File: config.mk
export PLATFORM = sky130hd
export DESIGN_NAME = riscv_fetch_flat
export DESIGN_NICKNAME = d
export VERILOG_FILES = /design/src/rtl/riscv_fetch_if.sv /design/src/rtl/riscv_fetch.sv /design/src/flat_wrapper.sv
export SDC_FILE = /design/constraint.sdc
export NUM_CORES = 2
export LEC_CHECK = 0
export BUFFER_PORTS_ARGS = -buffer_cell sky130_fd_sc_hd__buf_2
export CORE_ASPECT_RATIO = 1.2
export CORE_UTILIZATION = 40
export CTS_BUF_LIST = sky130_fd_sc_hd__clkbuf_8
export DETAILED_ROUTE_END_ITERATION = 7
export PLACE_DENSITY_LB_ADDON = 0.1
export SYNTH_ARGS = -nofsm -noshare
export SYNTH_HDL_FRONTEND = slang
export SYNTH_SLANG_ARGS = --single-unit
File: constraint.sdc
create_clock -name i_clk -period 3.6 [get_ports i_clk]
set_input_delay 0.36 -clock i_clk [delete_from_list [all_inputs] [get_ports i_clk]]
set_output_delay 0.36 -clock i_clk [all_outputs]
set_load 0.01 [all_outputs]
File: src/rtl/riscv_fetch_if.sv
// Fetch-stage bus: pipeline control, instruction memory load port and IF/ID outputs.
// The master side drives control and load; the slave side (the fetch stage) drives the outputs.
interface riscv_fetch_if;
    logic        stall;
    logic        redirect;
    logic [31:0] redirect_target;
    logic        imem_we;
    logic [31:0] imem_addr;
    logic [31:0] imem_wdata;
    logic [31:0] instr;
    logic [31:0] pc_out;
    logic [31:0] pc_plus4;
    logic        valid;
    logic        fault;
    logic [31:0] instr_count;

    modport master (
        output stall,
        output redirect,
        output redirect_target,
        output imem_we,
        output imem_addr,
        output imem_wdata,
        input  instr,
        input  pc_out,
        input  pc_plus4,
        input  valid,
        input  fault,
        input  instr_count
    );

    modport slave (
        input  stall,
        input  redirect,
        input  redirect_target,
        input  imem_we,
        input  imem_addr,
        input  imem_wdata,
        output instr,
        output pc_out,
        output pc_plus4,
        output valid,
        output fault,
        output instr_count
    );
endinterface

File: src/rtl/riscv_fetch.sv
// Instruction fetch stage: PC, word-addressed instruction memory and IF/ID register.
//
//   state | meaning
//   ------+---------------------------------------------------------------
//   IDLE  | first edge after reset release, no fetch, valid stays low
//   RUN   | fetch one word per edge; priority fault > redirect > stall
//   HALT  | sticky fault, outputs frozen until reset
//
// Memory is not reset; the load port writes in any state and ignores
// addresses outside the array. A same-edge write to the word being fetched
// returns the old data because the fetch reads the array before the write
// lands.
module riscv_fetch #(
    parameter int unsigned MEM_DEPTH = 64,
    parameter logic [31:0] RESET_PC  = 32'h0000_0000
) (
    input  logic          i_clk,
    input  logic          i_rst_n,
    riscv_fetch_if.slave  bus
);
    localparam int unsigned AW  = (MEM_DEPTH > 1) ? $clog2(MEM_DEPTH) : 1;
    localparam logic [31:0] NOP = 32'h0000_0013;

    typedef enum logic [1:0] {
        IDLE = 2'd0,
        RUN  = 2'd1,
        HALT = 2'd2
    } state_t;

    state_t      r_state;
    logic [31:0] r_pc;
    logic [31:0] r_instr;
    logic [31:0] r_pc_out;
    logic        r_valid;
    logic        r_fault;
    logic [31:0] r_instr_count;

    logic [31:0] r_mem [MEM_DEPTH];

    logic [AW-1:0] w_fetch_idx;
    logic [AW-1:0] w_wr_idx;
    logic [31:0]   w_fetch_word;
    logic          w_pc_oob;
    logic          w_wr_oob;
    logic          w_mis_redirect;
    logic          w_unused;

    assign w_fetch_idx    = r_pc[AW+1:2];
    assign w_wr_idx       = bus.imem_addr[AW+1:2];
    assign w_fetch_word   = r_mem[w_fetch_idx];
    assign w_pc_oob       = (r_pc[31:AW+2] != '0);
    assign w_wr_oob       = (bus.imem_addr[31:AW+2] != '0);
    assign w_mis_redirect = bus.redirect && (bus.redirect_target[1:0] != 2'b00);

    // byte-offset bits carry no information for word fetches and writes
    assign w_unused = ^{bus.imem_addr[1:0], r_pc[1:0]};

    // instruction memory load port, no reset so contents survive rst
    always_ff @(posedge i_clk) begin
        if (bus.imem_we && !w_wr_oob) begin
            r_mem[w_wr_idx] <= bus.imem_wdata;
        end
    end

    // fetch sequencer and IF/ID output register
    always_ff @(posedge i_clk or negedge i_rst_n) begin
        if (!i_rst_n) begin
            r_state       <= IDLE;
            r_pc          <= RESET_PC;
            r_instr       <= NOP;
            r_pc_out      <= '0;
            r_valid       <= 1'b0;
            r_fault       <= 1'b0;
            r_instr_count <= '0;
        end else begin
            case (r_state)
                IDLE: begin
                    r_state <= RUN;
                end
                RUN: begin
                    if (w_mis_redirect || w_pc_oob) begin
                        // pc is left untouched so the offending address stays visible
                        r_state <= HALT;
                        r_fault <= 1'b1;
                        r_valid <= 1'b0;
                        r_instr <= NOP;
                    end else if (bus.redirect) begin
                        r_pc    <= bus.redirect_target;
                        r_valid <= 1'b0;
                        r_instr <= NOP;
                    end else if (!bus.stall) begin
                        r_instr       <= w_fetch_word;
                        r_pc_out      <= r_pc;
                        r_valid       <= 1'b1;
                        r_pc          <= r_pc + 32'd4;
                        r_instr_count <= r_instr_count + 32'd1;
                    end
                end
                HALT: begin
                    r_state <= HALT;
                end
                default: begin
                    r_state <= HALT;
                    r_fault <= 1'b1;
                    r_valid <= 1'b0;
                    r_instr <= NOP;
                end
            endcase
        end
    end

    assign bus.instr       = r_instr;
    assign bus.pc_out      = r_pc_out;
    assign bus.pc_plus4    = r_pc_out + 32'd4;
    assign bus.valid       = r_valid;
    assign bus.fault       = r_fault;
    assign bus.instr_count = r_instr_count;

endmodule

File: src/flat_wrapper.sv
// flat-port wrapper written by rule: the top's interface ports become plain ports
module riscv_fetch_flat 
#(
    parameter int unsigned MEM_DEPTH = 64,
    parameter logic [31:0] RESET_PC  = 32'h0000_0000
)
  (i_clk, i_rst_n, bus_stall, bus_redirect, bus_redirect_target, bus_imem_we, bus_imem_addr, bus_imem_wdata, bus_instr, bus_pc_out, bus_pc_plus4, bus_valid, bus_fault, bus_instr_count);
  riscv_fetch_if bus_i ();
  input  logic i_clk;
  input  logic i_rst_n;
  input wire logic [$bits(bus_i.stall)-1:0] bus_stall;
  input wire logic [$bits(bus_i.redirect)-1:0] bus_redirect;
  input wire logic [$bits(bus_i.redirect_target)-1:0] bus_redirect_target;
  input wire logic [$bits(bus_i.imem_we)-1:0] bus_imem_we;
  input wire logic [$bits(bus_i.imem_addr)-1:0] bus_imem_addr;
  input wire logic [$bits(bus_i.imem_wdata)-1:0] bus_imem_wdata;
  output wire logic [$bits(bus_i.instr)-1:0] bus_instr;
  output wire logic [$bits(bus_i.pc_out)-1:0] bus_pc_out;
  output wire logic [$bits(bus_i.pc_plus4)-1:0] bus_pc_plus4;
  output wire logic [$bits(bus_i.valid)-1:0] bus_valid;
  output wire logic [$bits(bus_i.fault)-1:0] bus_fault;
  output wire logic [$bits(bus_i.instr_count)-1:0] bus_instr_count;
  assign bus_i.stall = bus_stall;
  assign bus_i.redirect = bus_redirect;
  assign bus_i.redirect_target = bus_redirect_target;
  assign bus_i.imem_we = bus_imem_we;
  assign bus_i.imem_addr = bus_imem_addr;
  assign bus_i.imem_wdata = bus_imem_wdata;
  assign bus_instr = bus_i.instr;
  assign bus_pc_out = bus_i.pc_out;
  assign bus_pc_plus4 = bus_i.pc_plus4;
  assign bus_valid = bus_i.valid;
  assign bus_fault = bus_i.fault;
  assign bus_instr_count = bus_i.instr_count;
  riscv_fetch #(.MEM_DEPTH(MEM_DEPTH), .RESET_PC(RESET_PC)) u_core (.i_clk(i_clk), .i_rst_n(i_rst_n), .bus(bus_i));
endmodule
==> flow_summary.ini <==
[outcome]
status = finished clean

[synthesis]
ys_ff_latch = 2180
yosys_most_used_dff = edfxtp_1
synth_top_area_share_pct = 72.9
yosys.area.top_type = edfxtp_1
synth_nets = 4191
synth_seq_area_share_pct = 76.8
synth_area_leaders = edfxtp_1, mux4_2, dfrtp_1
async_flop_share_pct = 6.06
synth_area_per_cell_sq_um = 20.6
ys_warn_count = 0
synth_cell_types = 75
syn-cell-area_sq_um = 84400
synth-edff-count = 2048
syn_inst = 4087

[timing]
setup_tns_ns = 0
max_freq_ghz = 0.299
drv_slew = 0
finalCritPeriodShare_pct = 92.8
timing.hold.ws_ns = 0.0801
finalHoldViolations = 0
rsz0062_at_grt = false
layout_min_cycle_time_ns = 3.34
finalClockSkew_ns = 0.0676
maxSlewHeadroom_pct = 14.6
worst_pin_slew_ns = 1.28
setup_viol_count_final = 0

[detailed_routing]
drc_errors = 0
vias_per_cell = 5.55
routed_wl_microns = 237000
drtIter0Drc = 3421
ant_nets = 0
routed-via-count = 43584
avgRoutedWirePerCell_microns = 30.2
first_pass_iters = 5

[worst_hold_path]
hp-class = in2reg

[floorplan]
rows = 184
die_h_microns = 505
io_pins = 231
core_sq_um = 210000
dieArea_sq_um = 213000
die_x_microns = 421
initial_core_util_pct = 40.3

[setup_path]
start_kind = flop
cp.required_ns = 3.24
crit_type = reg2out
end_kind = primary output
critPathMaxFanout = 7
arrival_ns = 2.98
reg2reg_slack_ns = 0.35

[cells_and_area]
final_cell_mix = edfxtp_1, mux4_2, clkbuf_8
final_nets = 4905
drive_gt1_share_pct = 29.3
syn_to_final_growth_pct = 16.8
fin_util_pct = 47.0
final_common_cell = edfxtp_1

[place]
portBuffers = 228
place.gp.congestion = 0.799
hpwl_microns = 139000

[cts]
clk_pin_slew_worst_paths_ns = 0.06
htree_levels = 5
cts_tree = yes
clock_latency_ns = 1.04
cts-buffers-inserted = 361
root_buffer = clkbuf_8
cts_buffer_depth = 4
cts_sinks = 2180

[global_route]
grt.overflow.total = 0
grt_max_degree = 65
grt_pass1_wl_microns = 338000
grt_pass1_vias = 45596
antenna_found_initial = 17
grt_util_all_layers_pct = 22.2

[power_and_ir_drop]
leakagePower_nw = 31.5
ir_worst_vdd_uv = 374
p_per_area_nw_per_um2 = 485

[flow_run]
max_cap_viol_count = 0
==> critical path, cell delays in order (launching register included) <==
cell and delay, ns:
dfrtp_1 0.48, nand2_1 0.12, nor4_2 0.26, buf_4 0.18, nand4_1 0.23, nor4_2 0.33
xor2_1 0.18, buf_2 0.15
==> where the power goes <==
group / internal [W] / switching [W] / leakage, nW
logic: 0.000120 / 0.000489 / 7.71
registers: 0.0277 / 0.00000000000663 / 20.2
clock network: 0.00988 / 0.00956 / 3.65
==> cells in the mapped netlist, drive strengths merged, types with 7 or more instances <==
cell type	n
clkbuf	81
nor3	28
inv	14
and4	12
a2111oi	11
a31oi	11
xnor2	41
a221oi	9
nand2	120
mux2i	226
nor2	120
nor2b	17
nand2b	7
and3	25
buf	141
a211oi	12
mux4	432
dfrtp	129
nand3	76
xor2	18
o31ai	9
a21oi	57
a2bb2oi	7
o21ai	19
and2	25
mux2	24
a21o	12
nand4	34
o22ai	21
o211ai	14
a22oi	181
nor4	26
edfxtp	2048
==> flip-flops by register name, summed over array words and instances (netlist names) <==
signal                  count
u_core.bus.valid            1
u_core.bus.pc_out          32
u_core.r_pc                32
u_core.r_state              2
u_core.bus.fault            1
u_core.bus.instr_count     32
u_core.bus.instr           32
u_core.r_mem             2048
==> routing by layer <==
layer	track usage (%)	part of all wire, %
met4	5.45	2.0
met1	30.0	43
met2	37.4	50
met3	3.97	5.2
met5	0	0.015
==> per-stage QoR <==
step                      std cells  power, W  setup slack [ns]  area [sq um]
after floorplan                4087    0.0283             0.414         84400
after global placement         7153    0.0288             0.530         91500
after detailed placement       7153    0.0288             0.431         91500
after CTS                      7841    0.0484            0.0246         98500
after global routing           7844    0.0494            0.0276         98500
final                          7848    0.0478             0.258         98500
==> logic make-up after synthesis <==
family / count (synthesis) / share of synthesized area [%]
AO/OA/AOI/OAI: 403 / 3.42
flip-flops: 2180 / 76.8
XOR/XNOR: 59 / 0.612
multiplexers: 682 / 14.5
buffers and inverters: 237 / 1.45
adder cells (fa/ha/maj): 3 / 0.0445
AND/OR/NAND/NOR: 523 / 3.14
==> path summary, 6_finish.rpt <==
path,startpoint,endpoint,cells after the start
min in group asynchronous,i_rst_n,u_core.bus.instr[1],3
worst max register to register,u_core.r_pc[2],u_core.r_pc[26],9
worst min-delay path,bus_imem_wdata[14],u_core.r_mem[14][14],1
worst max-delay path,u_core.bus.pc_out[4],bus_pc_plus4[31],7
max in group asynchronous,i_rst_n,u_core.bus.instr[2],4
worst min register to register,u_core.bus.fault,u_core.bus.fault,1
==> repair_timing <==
action,in CTS,in global routing
hold endpoints to repair,519,0
setup buffers,0,2
resized for setup,1,5
hold buffers,74,0
cloned,0,0
setup endpoints to repair,2,6
pin swaps,0,0
==> cell type report <==
type	count	area, sq um
fillers	17790	111000
flip-flops and latches	2180	64800
multi-input cells	1670	19000
clock buffers	373	5130
repair buffers	573	4950
well taps	2790	3490
clock inverters	241	1100
inverters	15	56.3
diodes	6	15.0
No activity file was read; power rests on OpenSTA's default activity.
